$ cat config.mk
export PLATFORM = sky130hd
export DESIGN_NAME = nibble_serial_adder_flat
export DESIGN_NICKNAME = d
export VERILOG_FILES = /design/src/rtl/minisrc_alu_pkg.sv /design/src/rtl/nibble_serial_adder_if.sv /design/src/rtl/FourBitCLA.sv /design/src/rtl/nibble_serial_adder.sv /design/src/flat_wrapper.sv
export SDC_FILE = /design/constraint.sdc
export NUM_CORES = 1
export LEC_CHECK = 0
export ABC_AREA = 1
export CAP_MARGIN = 15
export CORE_MARGIN = 4
export CORE_UTILIZATION = 35
export CTS_BUF_LIST = sky130_fd_sc_hd__clkbuf_4 sky130_fd_sc_hd__clkbuf_8
export DETAILED_ROUTE_END_ITERATION = 10
export GPL_TIMING_DRIVEN = 0
export PLACE_DENSITY_LB_ADDON = 0.08
export SLEW_MARGIN = 20
export SYNTH_ARGS = -nofsm -noshare
export SYNTH_HDL_FRONTEND = slang
export SYNTH_SLANG_ARGS = --single-unit
$ cat constraint.sdc
create_clock -name clk -period 2.01 [get_ports clk]
set_input_delay 0.3015 -clock clk [delete_from_list [all_inputs] [get_ports clk]]
set_output_delay 0.3015 -clock clk [all_outputs]
set_load 0.05 [all_outputs]
$ cat src/rtl/minisrc_alu_pkg.sv
// Shared ALU-slice definitions: FSM state encoding, nibble width and op codes.
package minisrc_alu_pkg;

    localparam int unsigned NIBBLE_W = 4;

    localparam logic OP_ADD = 1'b0;
    localparam logic OP_SUB = 1'b1;

    typedef enum logic [1:0] {
        IDLE = 2'd0,
        RUN  = 2'd1,
        DONE = 2'd2
    } state_e;

endpackage

$ cat src/rtl/nibble_serial_adder_if.sv
// Start/busy/done handshake bundle for the nibble-serial adder.
interface nibble_serial_adder_if #(
    parameter int unsigned WIDTH = 32
);
    logic             start;
    logic [WIDTH-1:0] a;
    logic [WIDTH-1:0] b;
    logic             c_in;
    logic             op;
    logic             busy;
    logic             done;
    logic [WIDTH-1:0] result;
    logic             c_out;
    logic             ovf;
    logic             zero;

    modport master (
        output start, a, b, c_in, op,
        input  busy, done, result, c_out, ovf, zero
    );

    modport slave (
        input  start, a, b, c_in, op,
        output busy, done, result, c_out, ovf, zero
    );
endinterface

$ cat src/rtl/FourBitCLA.sv
// Four-bit carry-lookahead slice with group generate/propagate outputs.
module FourBitCLA (
    input  logic [3:0] a,
    input  logic [3:0] b,
    input  logic       c_in,
    output logic [3:0] s,
    output logic       c_out,
    output logic       g,
    output logic       p
);
    logic [3:0] gi;
    logic [3:0] pi;
    logic [3:0] c;

    assign gi = a & b;
    assign pi = a ^ b;

    // Fully expanded lookahead carries; no ripple between bits.
    assign c[0] = c_in;
    assign c[1] = gi[0] | (pi[0] & c_in);
    assign c[2] = gi[1] | (pi[1] & gi[0]) | (pi[1] & pi[0] & c_in);
    assign c[3] = gi[2] | (pi[2] & gi[1]) | (pi[2] & pi[1] & gi[0])
                | (pi[2] & pi[1] & pi[0] & c_in);

    assign g = gi[3] | (pi[3] & gi[2]) | (pi[3] & pi[2] & gi[1])
             | (pi[3] & pi[2] & pi[1] & gi[0]);
    assign p = &pi;

    assign c_out = g | (p & c_in);
    assign s     = pi ^ c;
endmodule

$ cat src/rtl/nibble_serial_adder.sv
// WIDTH-bit adder processing one nibble per cycle through a single CLA slice.
// Optional subtract path enabled by NIBBLE_SERIAL_ADDER_SUB_EN.
module nibble_serial_adder
    import minisrc_alu_pkg::*;
#(
    parameter int unsigned WIDTH = 32
) (
    input  logic                  clk,
    input  logic                  clr_n,
    nibble_serial_adder_if.slave  bus
);
    // WIDTH must be a positive multiple of NIBBLE_W.
    localparam int unsigned NIBBLES = WIDTH / NIBBLE_W;
    localparam int unsigned CNT_W   = (NIBBLES > 1) ? $clog2(NIBBLES) : 1;
    localparam logic [CNT_W-1:0] LAST_CNT = CNT_W'(NIBBLES - 1);

    state_e state;
    state_e state_nxt;
    logic   accept_c;
    logic   last_c;

    logic [WIDTH-1:0]    a_sh;
    logic [WIDTH-1:0]    b_sh;
    logic [WIDTH-1:0]    acc;
    logic [WIDTH-1:0]    acc_nxt;
    logic [WIDTH-1:0]    b_eff;
    logic                cin_eff;
    logic                carry;
    logic                sign_a;
    logic                sign_b;
    logic [CNT_W-1:0]    cnt;

    logic [NIBBLE_W-1:0] slice_s;
    logic                slice_c;
    logic                unused_g;
    logic                unused_p;

    logic                busy_q;
    logic                done_q;
    logic [WIDTH-1:0]    result_q;
    logic                c_out_q;
    logic                ovf_q;
    logic                zero_q;

`ifdef NIBBLE_SERIAL_ADDER_SUB_EN
    logic sub_c;

    // Subtraction is a + ~b + 1; c_in is ignored in that mode.
    assign sub_c   = (bus.op == OP_SUB);
    assign b_eff   = sub_c ? ~bus.b : bus.b;
    assign cin_eff = sub_c ? 1'b1 : bus.c_in;
`else
    logic unused_op;

    assign unused_op = bus.op;
    assign b_eff     = bus.b;
    assign cin_eff   = bus.c_in;
`endif

    FourBitCLA u_cla (
        .a     (a_sh[NIBBLE_W-1:0]),
        .b     (b_sh[NIBBLE_W-1:0]),
        .c_in  (carry),
        .s     (slice_s),
        .c_out (slice_c),
        .g     (unused_g),
        .p     (unused_p)
    );

    // New sum nibble enters from the top; after NIBBLES shifts acc holds the full sum.
    assign acc_nxt = WIDTH'({slice_s, acc} >> NIBBLE_W);
    assign last_c  = (cnt == LAST_CNT);

    // State register.
    always_ff @(posedge clk or negedge clr_n) begin
        if (!clr_n) begin
            state <= IDLE;
        end else begin
            state <= state_nxt;
        end
    end

    // Next-state logic; start is honoured only in IDLE and DONE.
    always_comb begin
        state_nxt = state;
        accept_c  = 1'b0;
        case (state)
            IDLE: begin
                if (bus.start) begin
                    accept_c  = 1'b1;
                    state_nxt = RUN;
                end
            end
            RUN: begin
                if (last_c) begin
                    state_nxt = DONE;
                end
            end
            DONE: begin
                if (bus.start) begin
                    accept_c  = 1'b1;
                    state_nxt = RUN;
                end else begin
                    state_nxt = IDLE;
                end
            end
            default: state_nxt = IDLE;
        endcase
    end

    // Operand capture and per-nibble datapath.
    always_ff @(posedge clk or negedge clr_n) begin
        if (!clr_n) begin
            a_sh   <= '0;
            b_sh   <= '0;
            acc    <= '0;
            carry  <= 1'b0;
            sign_a <= 1'b0;
            sign_b <= 1'b0;
            cnt    <= '0;
        end else if (accept_c) begin
            a_sh   <= bus.a;
            b_sh   <= b_eff;
            carry  <= cin_eff;
            sign_a <= bus.a[WIDTH-1];
            sign_b <= b_eff[WIDTH-1];
            cnt    <= '0;
        end else if (state == RUN) begin
            acc   <= acc_nxt;
            carry <= slice_c;
            a_sh  <= a_sh >> NIBBLE_W;
            b_sh  <= b_sh >> NIBBLE_W;
            cnt   <= cnt + 1'b1;
        end
    end

    // Sticky result and flags, loaded only on the edge that enters DONE.
    always_ff @(posedge clk or negedge clr_n) begin
        if (!clr_n) begin
            result_q <= '0;
            c_out_q  <= 1'b0;
            ovf_q    <= 1'b0;
            zero_q   <= 1'b0;
        end else if ((state == RUN) && last_c) begin
            result_q <= acc_nxt;
            c_out_q  <= slice_c;
            ovf_q    <= (sign_a == sign_b) && (acc_nxt[WIDTH-1] != sign_a);
            zero_q   <= (acc_nxt == '0);
        end
    end

    // Handshake outputs registered from the next state so they track state exactly.
    always_ff @(posedge clk or negedge clr_n) begin
        if (!clr_n) begin
            busy_q <= 1'b0;
            done_q <= 1'b0;
        end else begin
            busy_q <= (state_nxt == RUN);
            done_q <= (state_nxt == DONE);
        end
    end

    assign bus.busy   = busy_q;
    assign bus.done   = done_q;
    assign bus.result = result_q;
    assign bus.c_out  = c_out_q;
    assign bus.ovf    = ovf_q;
    assign bus.zero   = zero_q;

endmodule
$ cat src/flat_wrapper.sv
// flat-port wrapper written by rule: the top's interface ports become plain ports
module nibble_serial_adder_flat import minisrc_alu_pkg::*;
#(
    parameter int unsigned WIDTH = 32
)
  (clk, clr_n, bus_start, bus_a, bus_b, bus_c_in, bus_op, bus_busy, bus_done, bus_result, bus_c_out, bus_ovf, bus_zero);
  nibble_serial_adder_if #(.WIDTH(WIDTH)) bus_i ();
  input  logic clk;
  input  logic clr_n;
  input wire logic [$bits(bus_i.start)-1:0] bus_start;
  input wire logic [$bits(bus_i.a)-1:0] bus_a;
  input wire logic [$bits(bus_i.b)-1:0] bus_b;
  input wire logic [$bits(bus_i.c_in)-1:0] bus_c_in;
  input wire logic [$bits(bus_i.op)-1:0] bus_op;
  output wire logic [$bits(bus_i.busy)-1:0] bus_busy;
  output wire logic [$bits(bus_i.done)-1:0] bus_done;
  output wire logic [$bits(bus_i.result)-1:0] bus_result;
  output wire logic [$bits(bus_i.c_out)-1:0] bus_c_out;
  output wire logic [$bits(bus_i.ovf)-1:0] bus_ovf;
  output wire logic [$bits(bus_i.zero)-1:0] bus_zero;
  assign bus_i.start = bus_start;
  assign bus_i.a = bus_a;
  assign bus_i.b = bus_b;
  assign bus_i.c_in = bus_c_in;
  assign bus_i.op = bus_op;
  assign bus_busy = bus_i.busy;
  assign bus_done = bus_i.done;
  assign bus_result = bus_i.result;
  assign bus_c_out = bus_i.c_out;
  assign bus_ovf = bus_i.ovf;
  assign bus_zero = bus_i.zero;
  nibble_serial_adder #(.WIDTH(WIDTH)) u_core (.clk(clk), .clr_n(clr_n), .bus(bus_i));
endmodule
# Yosys cells after proc, flatten, opt, wreduce, memory -nomap -nowiden
# Cells that the tools add are included.
[classes]
add_sub_neg = 1
eq_ne = 7
mux = 14
bitwise_logic = 29
reduce_logical = 8
[ops]
columns = ["op", "count"]
rows = [
  ["32-bit 2-to-1 mux", 4],
  ["32-bit zero test", 1],
  ["1-bit AND", 15],
  ["1-bit bitwise OR", 10],
  ["4-bit bitwise XOR", 2],
  ["3-bit 2-to-1 mux", 2],
  ["2-bit one-hot mux with 3 select lines", 1],
  ["1-bit 2-to-1 mux", 5],
  ["4-bit AND", 1],
  ["2-bit by 1-bit equality test with 1-bit output (second input constant)", 2],
  ["2-bit equality test (second input constant)", 2],
  ["2-bit 2-to-1 mux", 2],
  ["4-bit AND reduction", 1],
  ["3-bit by 1-bit adder with 3-bit output (second input constant)", 1],
  ["3-bit equality test (second input constant)", 1],
  ["1-bit logical AND", 2],
  ["2-bit zero test", 1],
  ["2-bit AND reduction", 1],
  ["2-bit nonzero test", 1],
  ["2-bit OR reduction", 1],
  ["1-bit equality test", 1],
  ["1-bit != test", 1],
  ["1-bit inverter", 1],
]
[totals]
ff_bits = 141
output_inout_bits = 37

# Longest topological paths before layout
[depth]
depth_word = 8
ltp_mapped = 9

# Hierarchy
# A second synthesis with hierarchy kept.
[hier_totals]
cells_unflattened = 660
hier_area_um2 = 5848.1
[by_module_without_submodules]
columns = ["mod", "instances", "cells_per_inst", "area_each_um2"]
rows = [
  ["nibble_serial_adder", 1, 623, 5635.4],
  ["FourBitCLA", 1, 37, 212.7],
]

# Worst setup path before layout
# No wires, ideal clock.
[synth_timing]
path_type = "reg2reg"
from = "reg u_core.b_sh[2]"
to = "reg u_core.carry"
arrival_ps = 1326
required_ps = 1890
slack_ps = 564
stages_incl_launch_ff = 10
n_path_buf = 0
path_cell_list = "dfrtp_1 > ha_1 > nand2_1 > nand2_1 > nor2_1 > nand2_1 > nand2_1 > nand2_1 > o21ai_1 > nand2_1"
[synth_between]
elab_chain_len = 8
elab_cells_between_ends = 15
cone_classes = "mux: 2; bitwise: 12; reduce/logical: 1"
[synth_rtl]
columns = ["item", "line", "rtl"]
rows = [
  ["from (decl)", "nibble_serial_adder.sv:23", "logic [WIDTH-1:0] b_sh;"],
  ["from (signal assigned)", "nibble_serial_adder.sv:132", "b_sh <= b_sh >> NIBBLE_W;"],
  ["4-bit AND / 4-bit bitwise XOR (equally long branches)", "FourBitCLA.sv:15, FourBitCLA.sv:16", ""],
  ["1-bit AND (on tied branches)", "FourBitCLA.sv:25, FourBitCLA.sv:26", ""],
  ["1-bit bitwise OR, or another cell as far along", "FourBitCLA.sv:25", "assign g = gi[3] | (pi[3] & gi[2]) | (pi[3] & pi[2] & gi[1])"],
  ["1-bit bitwise OR / 1-bit AND (equally long branches)", "FourBitCLA.sv:25, FourBitCLA.sv:26", ""],
  ["1-bit bitwise OR", "FourBitCLA.sv:26", "| (pi[3] & pi[2] & pi[1] & gi[0]);"],
  ["1-bit bitwise OR *", "FourBitCLA.sv:29", "assign c_out = g | (p & c_in);"],
  ["1-bit 2-to-1 mux *", "nibble_serial_adder.sv:128", "end else if (state == RUN) begin"],
  ["1-bit 2-to-1 mux *", "nibble_serial_adder.sv:121", "end else if (accept_c) begin"],
  ["to (signal assigned)", "nibble_serial_adder.sv:124", "carry <= cin_eff;"],
  ["to (signal assigned)", "nibble_serial_adder.sv:130", "carry <= slice_c;"],
  ["to (decl)", "nibble_serial_adder.sv:28", "logic carry;"],
]
# Mark *: on every way between the ends. The rest lies on a longest branch, timed or not. The select of a mux whose other input is x is not followed.
# A chain may end at the register's enable or synchronous reset.

# Final worst setup path
[layout_timing]
from = "reg u_core.busy_q (netlist: u_core.bus.busy)"
to = "out bus_busy"
[layout_lines]
columns = ["item", "line", "rtl"]
rows = [
  ["from (decl)", "nibble_serial_adder.sv:38", "logic busy_q;"],
  ["from (signal assigned)", "nibble_serial_adder.sv:158", "busy_q <= (state_nxt == RUN);"],
  ["to (decl)", "flat_wrapper.sv:15", "output wire logic [$bits(bus_i.busy)-1:0] bus_busy;"],
]
# No word-level cell between the ends.

==> impl_metrics.yaml <==
synth:
  yosys.area_share.simple_pct: 13.08
  synth_compound_gate_area_share_pct: 17.49
  synth_cells: 643
  yosysTopAreaCell: "dfrtp_1"
  synth.top_cells.by_area: "dfrtp_1 (59%), o21ai_0 (9.3%), nand2_1 (8.5%)"
  synth_area_um2: 5843
  syn_nets: 719
  ys_types: 31
  ys_seq_area_share_pct: 58.67
  synth-seq-cells: 137
  synthAdderAreaFrac_pct: 1.627
  synth_top_area_share_pct: 58.67
  syn_avg_cell_area_um2: 9.087
  yosys_warnings: 0
  synth-xor-area-share_pct: 0.1499
  synthMuxAreaShare_pct: 0
  synth_top_family_by_area: "compound AO/OA/AOI/OAI gates"
pwr:
  p_sw_mw: 5.726
  combPwrFrac_pct: 45.8
  ir_drop_v: 0.0005801
  power_per_cell_area_nw_per_um2: 1776
  power.leakage_nw: 3.497
  power_frac_clock_pct: 20.1
  seqPwrFrac_pct: 34.1
  p_sw_share_pct: 41.94
  internal-power_mw: 7.926
finish:
  postLayoutCoreUtil_pct: 47.69
  fin_cells: 997
  area_growth_pct: 31.54
  layout-drive-gt1-share_pct: 8.451
  final_cell_mix: "dfrtp_1 (137), nand2_1 (133), o21ai_0 (108), clkdlybuf4s50_1 (103), inv_1 (79)"
  antennaDiodeCount: 0
  fin_nets: 844
  final_common_cell: "dfrtp_1"
run:
  maxCapViolations: 0
sta:
  slew_viol_final: 0
  hold_viol_final: 0
  setup_slack_ps: 81.97
  min_period_ps: 1928
  fin_skew_ps: 7.098
  fmax_ghz: 0.5187
  setup_viol: 0
  worstMarginPinSlew_ps: 518.9
  rsz0062_at_grt: "no"
  finalCritPeriodShare_pct: 95.92
  timing.slew.headroom_pct: 65.41
  holdWs_ps: 390.3
floorplan:
  start_util_pct: 36.26
  die_h_um: 137.2
  die_x_um: 137.2
  fp-row-count: 46
  core_um2: 16120
  num_io_pins: 106
  die_area_um2: 18830
global_routing:
  grt_max_degree: 74
  track_usage_pct: 16.57
  antenna_found_initial: 0
  grt_pass1_vias: 4866
  grt_overflow: 0
  grt_pass1_wl_um: 24270
clock_tree:
  path_clk_slew_ps: 70
  numCtsBuffers: 17
  clk_latency_ps: 440
  cts_sinks: 137
  post_cts_buffers: 0
  clock_path_buffers: 2
  cts_tree: "yes"
  ctsRootBufferMaster: "clkbuf_8"
  cts-htree-levels: 4
drt:
  routed_via_density: 4.773
  num_vias: 4759
  antenna_left: 0
  drtIter0Drc: 237
  drc_errors: 0
  wl_um: 14790
  dr.pass1.iters: 4
  routedWlPerCell_um: 14.84
placed_design:
  numPortBuffers: 104
  dp_cells: 964
  finalWeightedCongestion: 0.7710
  post-place-ws_ps: 144.8
  dp_hpwl_um: 10890
setup_path:
  cp_cell_sequence: "clkdlybuf4s50_1"
  r2r_slack_ps: 300
  r2r_start: "u_core.cnt[0]$_DFFE_PN0P_"
  critPathLaunchType: "flip-flop"
  critPathMaxFanout: 1
  crit_required_ps: 1710
  crit_family: "buffers and inverters"
  worstSetupPathType: "reg -> out"
  worstPathArrival_ps: 1630
  path_buf_inv: 1
  cpMaxStageDelayCell: "clkdlybuf4s50_1"
  end_kind: "output pin"
  cpPeakStageDelay_ps: 810
  startpoint: "u_core.bus.busy$_DFF_PN0_"
min_path:
  holdCritPathClass: "in -> async"
status:
  status: "finished, final reports clean"
-- final timing paths --
kind	endpoint	depth (start not counted)
worst max-delay path	bus_busy	1
worst min-delay path	u_core.bus.result[8]$_DFFE_PN0P_	2
worst max register to register	u_core.bus.result[25]$_DFFE_PN0P_	7
worst min register to register	u_core.cnt[0]$_DFFE_PN0P_	1
max in group asynchronous	u_core.bus.ovf$_DFFE_PN0P_	3
min in group clk	u_core.b_sh[28]$_DFFE_PN0P_	3
-- power by group through the flow --
| stage | Clock, mW | Sequential, mW | Combinational, mW |
|---|---|---|---|
| 2_1_floorplan | 0 | 5.66 | 3.31 |
| 3_3_place_gp | 0 | 4.69 | 6.21 |
| 3_5_place_dp | 0 | 4.71 | 6.32 |
| 4_1_cts | 2.81 | 4.66 | 6.35 |
| 5_1_grt | 2.95 | 4.81 | 6.95 |
| 6_report | 2.75 | 4.65 | 6.25 |
-- synth_stat cells, drive strengths merged --
master and count:
nor2 35, nand3b 1, inv 83, o21ai 144
dfrtp 137, nor3 1, clkbuf 12, a21oi 14
ha 6, o211ai 8, buf 25, nand4 5
or2 1, nand2 135, o22ai 12, nand3 10
fa 1, o221ai 6, a22o 2, xnor2 1
a31oi 3, clkinv 1
-- timing repair --
item	4_1_cts	5_1_grt
resized for setup	0	0
hold buffers	1	0
endpoints found under the hold margin	64	0
-- routing by layer --
metal,wire [um],up-vias,global-route usage (%)
met1,6738,2283,21.41
met2,7256,108,27.47
met3,608,19,4.018
met4,189,0,5.377
li1,-,2349,-
met5,0,-,0
-- registers in the layout, indices dropped and copies added, names as in the netlist --
| name | flops |
|---|---|
| u_core.acc | 28 |
| u_core.carry | 1 |
| u_core.bus.c_out | 1 |
| u_core.a_sh | 32 |
| u_core.sign_a | 1 |
| u_core.bus.result | 32 |
| u_core.b_sh | 32 |
| u_core.bus.ovf | 1 |
| u_core.bus.zero | 1 |
| u_core.sign_b | 1 |
| u_core.bus.done | 1 |
| u_core.bus.busy | 1 |
| u_core.state | 2 |
| u_core.cnt | 3 |
-- per-stage QoR --
step / instance area [um^2] / power, mW / TNS [ps]
floorplan: 5843 / 8.972 / 0
global placement: 7154 / 10.89 / -662270
detailed placement: 7187 / 11.04 / 0
CTS: 7686 / 13.83 / 0
global route: 7686 / 14.70 / 0
finish: 7686 / 13.65 / 0
-- layout make-up --
type | instances | area (um^2)
Tap cell | 216 | 270.3
Multi-Input combinational cell | 385 | 1891
Buffer | 37 | 209.0
Clock buffer | 20 | 269.0
Timing Repair Buffer | 106 | 1084
Sequential cell | 137 | 3428
Clock inverter | 12 | 220.2
Fill cell | 1576 | 8429
Inverter | 84 | 315.3
-- logic make-up (layout without fill, tap and decap cells) --
logic type,Yosys count,in the layout
AOI/OAI and AO/OA,189,189
and+or+nand+nor,188,188
DFF,137,137
buffers and inverters,121,259
adders and majority gates,7,7
xor gates and xnor gates,1,1
Power figures use the tool's default switching activity.
==> RTL edit 1, RTL diff (same settings) <==
`WIDTH` is set to 32 in 3 places; all go to 64.
--- a/src/rtl/nibble_serial_adder_if.sv
+++ b/src/rtl/nibble_serial_adder_if.sv
@@ -2,3 +2,3 @@
 interface nibble_serial_adder_if #(
-    parameter int unsigned WIDTH = 32
+    parameter int unsigned WIDTH = 64
 );
--- a/src/rtl/nibble_serial_adder.sv
+++ b/src/rtl/nibble_serial_adder.sv
@@ -5,3 +5,3 @@
 #(
-    parameter int unsigned WIDTH = 32
+    parameter int unsigned WIDTH = 64
 ) (
--- a/src/flat_wrapper.sv
+++ b/src/flat_wrapper.sv
@@ -3,3 +3,3 @@
 #(
-    parameter int unsigned WIDTH = 32
+    parameter int unsigned WIDTH = 64
 )
Ports: changed (resized bus_a, bus_b and bus_result); port bits go from 106 to 202. The function was not compared with the original's and may differ.
==> RTL edit 1 against the unedited design <==
Via count increased by 86%; largest cell class unchanged; setup slack improved by 87 ps; sequential cell count increased by 129; wire length increased by 96%; area after synthesis increased by 88%; total power increased by 73%; critical path type is now flop to flop; cell area increased by 88%; clock skew increased by 13 ps.
==> RTL edit 1: results (changes against the unedited design) <==
Vias in the first global route: 9008 (was 4866)
Layout cells sized above 1: 8.591% (was 8.451%)
Post-Route Skew: 19.67 ps (was 7.098 ps)
Antenna violations before repair: 3 (was 0)
Leakage: 6.854 nW (was 3.497 nW)
Filler cells: 3084 (was 1576)
CP arrival: 2290 ps (was 1630 ps)
Dpl cell area: 13560 um^2 (was 7187 um^2)
Slew @ Worst Pin: 705.3 ps (was 518.9 ps)
Crit path max fanout: 10 (was 1)
Total GRT Usage: 17.08% (was 16.57%)
CTS H-tree lvls: 2 (was 4)
Synth Flop Type: dfrtp_1 (unchanged)
Worst VDD drop: 0.5196 mV (was 0.5801 mV)
CTS Buffer Depth: 3 (was 2)
GP Congestion: 0.7764 (was 0.7710)
# port buffers: 200 (was 104)
Post-synthesis sequential area ratio: 60.52% (was 58.67%)
Cell variety after synth: 28 (was 31)
Post-detail-place hpwl: 20730 um (was 10890 um)
Commonest cells in the netlist: nand2_1 (420), dfrtp_1 (266), inv_1 (131), o21ai_0 (98), nand3_1 (57) (was dfrtp_1 (137), nand2_1 (133), o21ai_0 (108), inv_1 (79), o21ai_1 (36))
Syn Nets: 1346 (was 719)
First-pass GRT wire length: 47310 um (was 24270 um)
Hold Crit Start: bus_b[29]
Outcome: finished clean (unchanged)
Worst Hold Class: input pin to flop (was input pin to asynchronous set/reset pin)
DRT Pass-1 Iters: 5 (was 4)
Reg-to-Reg Start: u_core.state[0]$_DFF_PN0_ (was u_core.cnt[0]$_DFFE_PN0P_)
Diode count: 0 (unchanged)
Clock Latency Late Sink: 550 ps (was 440 ps)
Pre-CTS setup slack: -259.0 ps (was 144.8 ps)
Nets: 1598 (was 844)
P_int: 13.79 mW (was 7.926 mW)
EDFF count, synth: 0 (unchanged)
Wire per inst: 15.40 um (was 14.84 um)
Pin count of the biggest net entering global routing: 92 (was 74)
Seq pwr: 8.87 mW (was 4.65 mW)
CTS buffer count: 47 (was 17)
Combinational group power: 9.52 mW (was 6.25 mW)
RTL edit 1: changes by cell type after synthesis, sizes merged, moves of 10 or more:
cell,delta
o22ai,-12
nand2,+286
inv,+52
dfrtp,+129
o211ai,+10
nand3,+48
clkbuf,+26
o221ai,+47
a21oi,-10
o21ai,-16
RTL edit 1: cell type report:
| type | count | area [um^2] | share of cell area, % |
|---|---|---|---|
| Buffer | 67 | 319.1 | 2.204 |
| Clock buffer | 79 | 993.5 | 6.862 |
| Clock inverter | 1 | 5.005 | 0.03457 |
| Inverter | 135 | 509.2 | 3.517 |
| Multi-Input combinational cell | 739 | 3513 | 24.27 |
| Sequential cell | 266 | 6656 | 45.98 |
| Tap cell | 396 | 495.5 | 3.422 |
| Timing Repair Buffer | 203 | 1986 | 13.72 |
RTL edit 1: kinds of logic after synthesis:
kind of cell               Yosys count  share of synthesized area, %
and+or+nand+nor                    521                         18.74
buffers and inverters              202                         7.531
adders and majority gates            6                        0.7509
AOI/OAI and AO/OA                  211                         12.38
xor gates and xnor gates             1                       0.07965
DFF                                266                         60.52
RTL edit 1: worst paths after layout:
path                                                     endpoint  slack, ps  depth (start not counted)
worst max-delay path                  u_core.a_sh[36]$_DFFE_PN0P_        170                          5
worst min-delay path                  u_core.b_sh[29]$_DFFE_PN0P_        310                          3
worst max register to register        u_core.a_sh[36]$_DFFE_PN0P_        170                          5
worst min register to register  u_core.bus.result[25]$_DFFE_PN0P_        470                          2
max in group asynchronous             u_core.b_sh[32]$_DFFE_PN0P_        690                          3
min in group asynchronous       u_core.bus.result[45]$_DFFE_PN0P_        370                          2
RTL edit 1: through the flow:
stage	cells	hold slack [ps]	utilization, %	setup TNS (ps)
final	1886	313.5	46.96	0
after global routing	1886	298.1	46.96	0
after CTS	1886	273.4	46.96	0
after detailed placement	1805	375.7	43.97	-14180
after global placement	1803	463.4	43.77	-3048690
after floorplan	1207	5.909	-	0
RTL edit 1: repair_timing:
action                                  in CTS  in global routing
endpoints found under the setup margin      69                  0
resized for setup                           69                  0
hold buffers                                 1                  0
buffers inserted                             0                  0
endpoints found under the hold margin       89                  0
RTL edit 1: metal layers:
layer | up-vias | track usage, % | part of all wire, %
met5 | - | 0 | 0.13
met4 | 6 | 4.492 | 1.8
met3 | 48 | 4.281 | 6.1
met2 | 194 | 26.27 | 45
met1 | 4186 | 24.27 | 47
li1 | 4406 | - | -
RTL edit 1: worst max-delay path: stages (launching register included):
cell and delay, ps:
dfrtp_1 390, nor2_2 330, buf_2 430, clkbuf_1 390, nand2_1 120, o221ai_1 90
